[config.mk]
export PLATFORM = sky130hd
export DESIGN_NAME = encoder_8_3_rr
export DESIGN_NICKNAME = d
export VERILOG_FILES = /design/src/rtl/encoder_8_3_rr.sv
export SDC_FILE = /design/constraint.sdc
export NUM_CORES = 1
export LEC_CHECK = 0
export BUFFER_PORTS_ARGS = -buffer_cell sky130_fd_sc_hd__buf_2
export CORE_ASPECT_RATIO = 0.75
export CORE_UTILIZATION = 45
export CTS_CLUSTER_DIAMETER = 40
export DETAILED_ROUTE_END_ITERATION = 10
export SLEW_MARGIN = 5
export SYNTH_ARGS = -nofsm -noshare
export SYNTH_HDL_FRONTEND = slang
export SYNTH_SLANG_ARGS = --single-unit
[constraint.sdc]
create_clock -name clk -period 7.2 [get_ports clk]
set_input_delay 0.72 -clock clk [delete_from_list [all_inputs] [get_ports clk]]
set_output_delay 0.72 -clock clk [all_outputs]
set_load 0.02 [all_outputs]
[src/rtl/encoder_8_3_rr.sv]
// Round-robin 8-to-3 encoder: captures one request from an 8-bit vector,
// presents it as a binary code plus one-hot grant, and holds it until ack.
module encoder_8_3_rr #(
    parameter int N_REQ = 8
) (
    input  logic       clk,
    input  logic       reset,
    input  logic       en,
    input  logic [7:0] req,
    input  logic       ack,
    output logic [2:0] y,
    output logic [7:0] grant,
    output logic       valid,
    output logic       multi
);

    typedef enum logic {
        IDLE  = 1'b0,
        GRANT = 1'b1
    } state_t;

    state_t     state;
    state_t     state_next;
    logic [2:0] ptr;
    logic [2:0] ptr_next;
    logic [2:0] y_next;
    logic [7:0] grant_next;
    logic       valid_next;
    logic       multi_next;
    logic [2:0] sel;
    logic       found;
    logic [2:0] idx;

    // Scan starts just after the last granted index and wraps, so that
    // index is visited last and each held requester gets its turn.
    always_comb begin
        sel   = 3'd0;
        found = 1'b0;
        idx   = 3'd0;
        for (int k = 1; k <= 8; k++) begin
            idx = ptr + 3'(k);
            if (!found && req[idx]) begin
                sel   = idx;
                found = 1'b1;
            end
        end
    end

    always_comb begin
        state_next = state;
        ptr_next   = ptr;
        y_next     = y;
        grant_next = grant;
        valid_next = valid;
        multi_next = multi;
        case (state)
            IDLE: begin
                if (en && (req != 8'h00)) begin
                    y_next     = sel;
                    grant_next = 8'b1 << sel;
                    valid_next = 1'b1;
                    multi_next = ((req & (req - 8'd1)) != 8'h00);
                    state_next = GRANT;
                end
            end
            GRANT: begin
                // y and multi keep their last values once the grant is accepted.
                if (ack) begin
                    valid_next = 1'b0;
                    grant_next = 8'h00;
                    ptr_next   = y;
                    state_next = IDLE;
                end
            end
            default: begin
                state_next = IDLE;
            end
        endcase
    end

    always_ff @(posedge clk) begin
        if (reset) begin
            state <= IDLE;
            ptr   <= 3'd7;
            y     <= 3'd0;
            grant <= 8'h00;
            valid <= 1'b0;
            multi <= 1'b0;
        end else begin
            state <= state_next;
            ptr   <= ptr_next;
            y     <= y_next;
            grant <= grant_next;
            valid <= valid_next;
            multi <= multi_next;
        end
    end

endmodule

; Word-level counts from Yosys, hierarchy flattened
; Cells that the tools add are included.
[totals]
regBits = 17
latch_bits = 0
ram_bits = 0
rom_bits = 0
inputBits = 12
output_inout_bits = 13
word_cells = 87
memories = 0
[classes]
addsub = 8
multipliers = 0
div = 0
magnitude_cmp = 8
eq_ne = 2
shifts = 1
mux = 40
n_bitwise = 2
n_reduce_logical = 20
[op_table]
columns = operator, count
row1 = "3-bit by 4-bit less-than comparator with 1-bit output, second input constant", 8
row2 = 1-bit binary-select mux with 3-bit select, 8
row3 = 3-bit two-way mux, 8
row4 = 1-bit two-way mux, 19
row5 = 8-bit two-way mux, 2
row6 = 8-bit one-hot mux with 2 select lines, 1
row7 = 8-bit nonzero test, 2
row8 = "3-bit adder, second input constant", 4
row9 = 8-bit AND, 1
row10 = 1-bit logical AND, 8
row11 = "1-bit by 3-bit left shift with 8-bit output, first input constant", 1
row12 = "8-bit by 1-bit subtractor with 8-bit output, second input constant", 1
row13 = 1-bit zero test, 7
row14 = "3-bit by 2-bit adder with 3-bit output, second input constant", 2
row15 = 2-bit AND reduction, 3
row16 = "2-bit != test, second input constant", 2
row17 = 1-bit one-hot mux with 2 select lines, 2
row18 = "3-bit by 1-bit adder with 3-bit output, second input constant", 1
row19 = 1-bit NOT, 1

; Longest topological paths before layout
; Gate-level depths: netlist (run 1).
[logic_depth]
ltp_word = 28
mapped_depth = 11

; Least setup slack after synthesis (run 1)
; Ideal clock, no wire load.
[synth_timing]
path_type = flip-flop to flip-flop
from = reg ptr[0]
to = reg grant[0]
setup_time_ns = 0.117
arrival_ns = 2.815
path_slack_ns = 4.268
path_stages_with_launch = 12
period_less_slack_ns = 2.932
cell_sequence = dfxtp_1 > buf_6 > inv_2 > ha_1 > buf_2 > mux4_1 > mux2_4 > nor2_2 > nand4_2 > o221a_1 > or2_4 > a32o_1
[synth_between]
elab_chain_cells = 28
[synth_lines]
columns = element, line
row1 = "start, declared", 24  ; logic [2:0] ptr;
row2 = "start signal, assigned", 91  ; ptr <= ptr_next;
row3 = 3-bit by 1-bit adder with 3-bit output, 41  ; idx = ptr + 3'(k);
row4 = 1-bit binary-select mux with 3-bit select, 42  ; if (!found && req[idx]) begin
row5 = 1-bit two-way mux (not written as such), 42
row6 = 1-bit two-way mux, 42
row7 = 1-bit zero test, 42
row8 = 1-bit logical AND, 42
row9 = 1-bit two-way mux, 42
row10 = 1-bit zero test, 42
row11 = [12 not listed], -
row12 = 1-bit logical AND, 42
row13 = 1-bit two-way mux, 42
row14 = 1-bit zero test, 42
row15 = 1-bit logical AND, 42
row16 = 3-bit two-way mux *, 42
row17 = 1-bit by 3-bit left shift with 8-bit output *, 60  ; grant_next = 8'b1 << sel;
row18 = 8-bit two-way mux *, 58  ; if (en && (req != 8'h00)) begin
row19 = 8-bit one-hot mux with 2 select lines *, 56  ; case (state)
row20 = "end signal, assigned", 93  ; grant <= grant_next;
row21 = "end, declared", 12  ; output logic [7:0] grant,
; Mark *: on every way between the ends. The rest lies on a longest branch, timed or not. The select of a mux whose other input is x is not followed.
; A chain may end at the register's enable or synchronous reset.

; Final worst setup path (run 1)
[layout_timing]
from = reg ptr[1]
to = reg grant[7]
; The elaborated chain is that of the path after synthesis.

==> impl_metrics.yaml, run 1 <==
floorplan:
  die-area_um2: 4560
  initial_core_util_pct: 47.3
  row_count: 20
  num_io_pins: 25
  coreArea_um2: 4080
  dieHeight_um: 58.7
  chipWidth_um: 77.6
final_layout:
  nNetsFinal: 238
  area_growth_pct: 7.26
  final_common_cell: "buf_2"
  final_area_um2: 2070
  final_cell_mix: "24 x buf_2, 19 x nand2_1, 17 x dfxtp_1"
  drive_gt1_share_pct: 26.0
  diodes: 0
  final_cells: 278
sta:
  setup_viol: 0
  drv_slew: 0
  fin_skew_ns: 0.00230
  rsz0062_at_grt: "false"
  max_freq_mhz: 267
  tns_ns: 0
  hold_viol: 0
  max_slew_margin_pct: 59.2
  period_needed_ns: 3.74
  period_share_pct: 52.0
  tightestPinTransition_ns: 0.612
routing:
  num_vias: 1767
  route.antenna.remaining_nets: 0
  first_iter_violations: 165
  firstDrtPassIters: 5
  wirelength_mm: 5.00
  drc: 0
  avgRoutedWirePerCell_um: 18.0
  via_per_inst: 6.36
global_routing:
  antenna_found_initial: 0
  overflow: 0
  grt_max_degree: 29
  first_global_vias: 1600
  grt_usage_pct: 23.0
  grt_pass1_wl_mm: 8.24
clock_network:
  clkSinkCount: 17
  clk_pin_slew_ns: 0.07
  cts_resized: 0
  cts_root_buffer: "clkbuf_8"
  clockBufferDepth: 2
  postCtsHoldBufs: 0
  cts_max_level: 1
  cts_tree: "yes"
  clock_latency_ns: 0.25
  cts_setup_buffers: 0
  numCtsBuffers: 3
pwr:
  combinationalPowerShare_pct: 48.8
  power.density_nw_per_um2: 169
  clkPwrFrac_pct: 20.4
  p_switching_w: 0.000137
  swShare_pct: 39.3
  leakagePower_nw: 0.827
  vdd_drop_max_mv: 0.0770
  pwr-share-seq_pct: 30.8
  internal_power_w: 0.000212
yosys:
  synth_edf_count: 0
  ys_seq_area_share_pct: 17.6
  ys.flop_type: "dfxtp_1"
  netlist_top_cells_area: "dfxtp_1 18%, mux4_2 10%, mux2i_1 7.8%"
  synth_top_area_share_pct: 17.6
  synth_area_um2: 1930
  synth_seq_cells: 17
  yosysTopAreaCell: "dfxtp_1"
  yosys_warnings: 0
  yosys.cell_types.count: 61
  synth_nets: 226
  synthArstFlopShare_pct: 0
  synthCells: 212
  avgSynthCellArea_um2: 9.11
placed_design:
  routabilityCongestion: 0.956
  placed_area_um2: 2030
  dp.cells: 274
  dp_hpwl_mm: 3.67
  io_buffers: 24
setup_path:
  worstPathMaxFanout: 14
  worst_ep_required_time_ns: 7.36
  max_stage_delay_ns: 0.69
  critical_path_buf_inv_count: 1
  crit_chain: "inv_2 > ha_1 > mux2_2 > mux4_2 > o32ai_4 > nand4_2 > o221a_1 > or2_4 > o31ai_1"
  start_kind: "flip-flop"
  cp.arrival_ns: 3.90
  crit_type: "flip-flop to flip-flop"
  path_delay_family: "multiplexers"
  crit_path_end_kind: "flip-flop"
  cp_slowest_cell: "ha_1"
hold_path:
  hold_path_class: "flip-flop to flip-flop"
status:
  status: "finished, final reports clean"
run:
  maxCapViolCount: 0
-- tightest hold or removal path, stage by stage, from the launching register on --
cell     delay [ns]
dfxtp_1        0.32
nand2_1        0.05
o31ai_1        0.05
-- layout make-up --
cell class | instances | area [µm²]
fillers | 405 | 2010
clock buffers | 4 | 45.0
flip-flops and latches | 17 | 340
inverters | 5 | 18.8
repair buffers | 26 | 135
well taps | 55 | 68.8
multi-input cells | 171 | 1460
-- stage by stage --
step	power, W	hold WS (ns)	util, %	setup slack [ns]
after floorplan	0.000241	0.488	-	4.27
after global placement	0.000275	0.434	49.7	3.66
after detailed placement	0.000276	0.438	49.7	3.53
after CTS	0.000348	0.453	50.8	3.49
after global routing	0.000371	0.477	50.8	3.21
final	0.000349	0.448	50.8	3.46
-- power groups by stage --
stage / logic, W / clock network (W) / registers (W)
global route: 0.000184 / 0.0000780 / 0.000108
finish: 0.000170 / 0.0000714 / 0.000108
floorplan: 0.000126 / 0 / 0.000116
detailed placement: 0.000167 / 0 / 0.000110
global placement: 0.000166 / 0 / 0.000109
CTS: 0.000168 / 0.0000730 / 0.000107
-- kinds of logic (layout without fill, tap and decap cells) --
family,count (synthesis),after routing,share of synthesized area [%]
flip-flops,17,17,17.6
adder cells (fa/ha/maj),3,3,1.81
AND/OR/NAND/NOR,72,72,20.1
XOR/XNOR,2,2,1.88
buffers and inverters,24,35,6.61
AO/OA/AOI/OAI,58,58,24.8
multiplexers,36,36,27.2
-- flip-flops by register name (all words and copies together) (netlist names) --
| signal | flops |
|---|---|
| state | 1 |
| valid | 1 |
| y | 3 |
| ptr | 3 |
| multi | 1 |
| grant | 8 |
-- layer usage --
| layer | vias to the layer above | global-route usage (%) | wire, µm | share of wire (%) |
|---|---|---|---|---|
| met3 | 6 | 3.88 | 321 | 6.4 |
| li1 | 835 | - | - | - |
| met2 | 63 | 34.4 | 2230 | 45 |
| met5 | - | 0 | 0 | 0 |
| met4 | 0 | 4.31 | 44 | 0.88 |
| met1 | 863 | 34.8 | 2410 | 48 |
-- worst paths after layout --
kind | from | endpoint | slack [ns] | cells after the start
max | ptr[1] | grant[7] | 3.46 | 9
min | grant[6] | grant[6] | 0.45 | 2
max reg2reg | ptr[1] | grant[7] | 3.46 | 9
min reg2reg | grant[6] | grant[6] | 0.45 | 2
-- synth_stat cells (all sizes together) (2+ instances only) --
cell,count
nor3b,2
nand3b,3
buf,11
nand3,8
mux2,10
nor2b,7
or3,2
inv,5
a32o,4
o211ai,2
mux2i,15
a21boi,2
o221a,2
o21ai,6
a22o,3
a221oi,2
dfxtp,17
o21bai,3
ha,2
clkbuf,8
nand2b,4
or2,4
nor2,11
and3,5
a31oi,3
mux4,11
a211oi,2
a211o,3
a21oi,9
and2,2
o221ai,2
nand2,19
o31ai,6
nor3,3
No activity file was read; power rests on OpenSTA's default activity.
==> inputs of run 2 (changes only) <==
--- a/config.mk
+++ b/config.mk
@@ -10,6 +10,7 @@
 export CORE_UTILIZATION = 45
 export CTS_CLUSTER_DIAMETER = 40
 export DETAILED_ROUTE_END_ITERATION = 10
+export PLACE_DENSITY = 0.67
 export SLEW_MARGIN = 5
 export SYNTH_ARGS = -nofsm -noshare
 export SYNTH_HDL_FRONTEND = slang
==> constraint.sdc (replaced) <==
create_clock -name clk -period 3.2 [get_ports clk]
set_input_delay 0.32 -clock clk [delete_from_list [all_inputs] [get_ports clk]]
set_output_delay 0.32 -clock clk [all_outputs]
set_load 0.02 [all_outputs]
==> run 2 against run 1 <==
  * Flip-flop and latch count is the same
  * Sequential power increased by 120%
  * Setup slack got worse by 3.3 ns
  * Count of clock-buffer cells in the layout decreased by 1
  * Largest cell class unchanged
  * Total power rose by 130%
  * Via count increased by 1.8%
  * Fmax is 25% higher
==> impl_metrics.yaml, run 2 (synthesized netlist as in run 1, its figures left out) <==
clock_network:
  cts_resized: 0
  cts_setup_buffers: 0
  clock_latency_ns: 0.25
  clkSinkCount: 17
  postCtsHoldBufs: 0
  cts_root_buffer: "clkbuf_8"
  numCtsBuffers: 3
  clk_pin_slew_ns: 0.07
  cts_max_level: 1
  clockBufferDepth: 2
  cts_tree: "yes"
floorplan:
  row_count: 20
  die-area_um2: 4560
  num_io_pins: 25
  chipWidth_um: 77.6
  dieHeight_um: 58.7
  coreArea_um2: 4080
  initial_core_util_pct: 47.3
placed_design:
  placed_area_um2: 2070
  dp.cells: 280
  routabilityCongestion: 0.866
  io_buffers: 24
  dp_hpwl_mm: 3.87
final_layout:
  nFillCells: 397
  drive_gt1_share_pct: 29.3
  final_cell_mix: "24 x buf_2, 19 x nand2_1, 17 x dfxtp_1"
  final_area_um2: 2120
  final_common_cell: "buf_2"
  largest-register: "grant"
  top_regs: "grant: 8 flops, ptr: 3 flops, y: 3 flops"
  largest_reg_flops: 8
  nNetsFinal: 244
  area_growth_pct: 9.98
  diodes: 0
  final_cells: 284
sta:
  period_share_pct: 93.8
  drv_slew: 0
  max_freq_mhz: 333
  tightestPinTransition_ns: 0.524
  fin_skew_ns: 0.00337
  setup_viol: 0
  tns_ns: 0
  rsz0062_at_grt: "false"
  hold_viol: 0
  period_needed_ns: 3.00
  max_slew_margin_pct: 64.9
routing:
  first_iter_violations: 229
  wirelength_mm: 5.10
  firstDrtPassIters: 4
  via_per_inst: 6.33
  route.antenna.remaining_nets: 0
  avgRoutedWirePerCell_um: 17.9
  maxUsedRoutingLayer: "met4"
  routed-wl-met2_mm: 2.14
  drt-met1-wl_mm: 2.56
  wl_met3_um: 374
  num_vias: 1798
  drc: 0
global_routing:
  overflow: 0
  grt_pass1_wl_mm: 8.45
  grt_usage_pct: 24.1
  first_global_vias: 1611
  grt_max_degree: 29
  antenna_found_initial: 0
setup_path:
  reg2reg_from: "ptr[0]"
  max_stage_delay_ns: 0.55
  start_kind: "flip-flop"
  reg2regPathDepth: 9
  crit_type: "flip-flop to flip-flop"
  r2r_slack_ns: 0.20
  worstPathMaxFanout: 8
  crit_chain: "inv_2 > ha_2 > mux2_2 > mux4_2 > o32ai_4 > nand4_2 > o221a_1 > or2_4 > a32o_1"
  r2r_end: "grant[2]"
  worst_ep_required_time_ns: 3.35
  cp_slowest_cell: "mux4_2"
  path_delay_family: "multiplexers"
  crit_path_end_kind: "flip-flop"
  cp.arrival_ns: 3.15
  critical_path_buf_inv_count: 1
hold_path:
  hold_path_class: "input pin to flip-flop"
  min_from: "reset"
  hold_end: "valid"
  min_path_cells: 2
pwr:
  vdd_drop_max_mv: 0.163
  clkPwrFrac_pct: 20.5
  leakagePower_nw: 0.857
  p_switching_w: 0.000317
  swShare_pct: 39.7
  power.density_nw_per_um2: 377
  pwr-share-seq_pct: 30.1
  internal_power_w: 0.000483
  combinationalPowerShare_pct: 49.4
status:
  status: "finished, final reports clean"
run:
  maxCapViolCount: 0
[run 2: cell types whose count changed in the layout (fill, tap and decap cells not counted)]
cell / previous run / this run
mux2i_2: 0 / 1
ha_2: 0 / 1
buf_4: 2 / 8
clkinv_2: 0 / 1
clkbuf_1: 1 / 0
mux2i_1: 15 / 14
ha_1: 2 / 1
[run 2: how the worst max path moves through the flow]
stage	startpoint	end	slack, ns	cells after the start
finish	ptr[0]	grant[2]	0.20	9
global route	ptr[0]	grant[7]	0.04	10
CTS	ptr[0]	grant[2]	0.17	9
detailed placement	ptr[0]	grant[2]	0.18	9
global placement	ptr[0]	grant[0]	0.26	9
floorplan	ptr[0]	grant[0]	0.27	11
[run 2: layout make-up]
class	count	area (µm²)	area share [%]
inverters	5	18.8	0.884
multi-input cells	171	1470	69.2
clock inverters	1	5.00	0.236
clock buffers	3	41.3	1.94
flip-flops and latches	17	340	16.0
repair buffers	32	180	8.49
well taps	55	68.8	3.24
[run 2: worst register-to-register path: cells and delay by family, from the launching register on]
family | cells | cell delay, ns
buffers and inverters | 1 | 0.08
AOI/OAI and AO/OA | 3 | 0.70
muxes | 2 | 0.92
and+or+nand+nor | 2 | 0.44
DFF | 1 | 0.35
adders and majority gates | 1 | 0.41
[run 2: through the flow]
stage / util (%) / hold WS [ns] / setup WS [ns] / power, W
after detailed placement: 50.8 / 0.442 / 0.183 / 0.000631
final: 52.1 / 0.378 / 0.199 / 0.000800
after CTS: 51.9 / 0.373 / 0.167 / 0.000794
after global routing: 52.1 / 0.385 / 0.0360 / 0.000847
after global placement: 50.8 / 0.434 / 0.260 / 0.000627
after floorplan: - / 0.488 / 0.268 / 0.000542
[run 2: layer usage]
layer	global-route usage, %	vias to the layer above
met5	0	-
met4	3.23	0
met3	5.43	2
met2	34.9	80
met1	37.0	866
li1	-	850
[run 2: power groups by stage]
stage	Sequential (W)	Combinational, W	Clock, W
after global routing	0.000243	0.000427	0.000176
after floorplan	0.000260	0.000282	0
after detailed placement	0.000246	0.000385	0
after global placement	0.000245	0.000382	0
after CTS	0.000241	0.000387	0.000166
final	0.000241	0.000395	0.000164
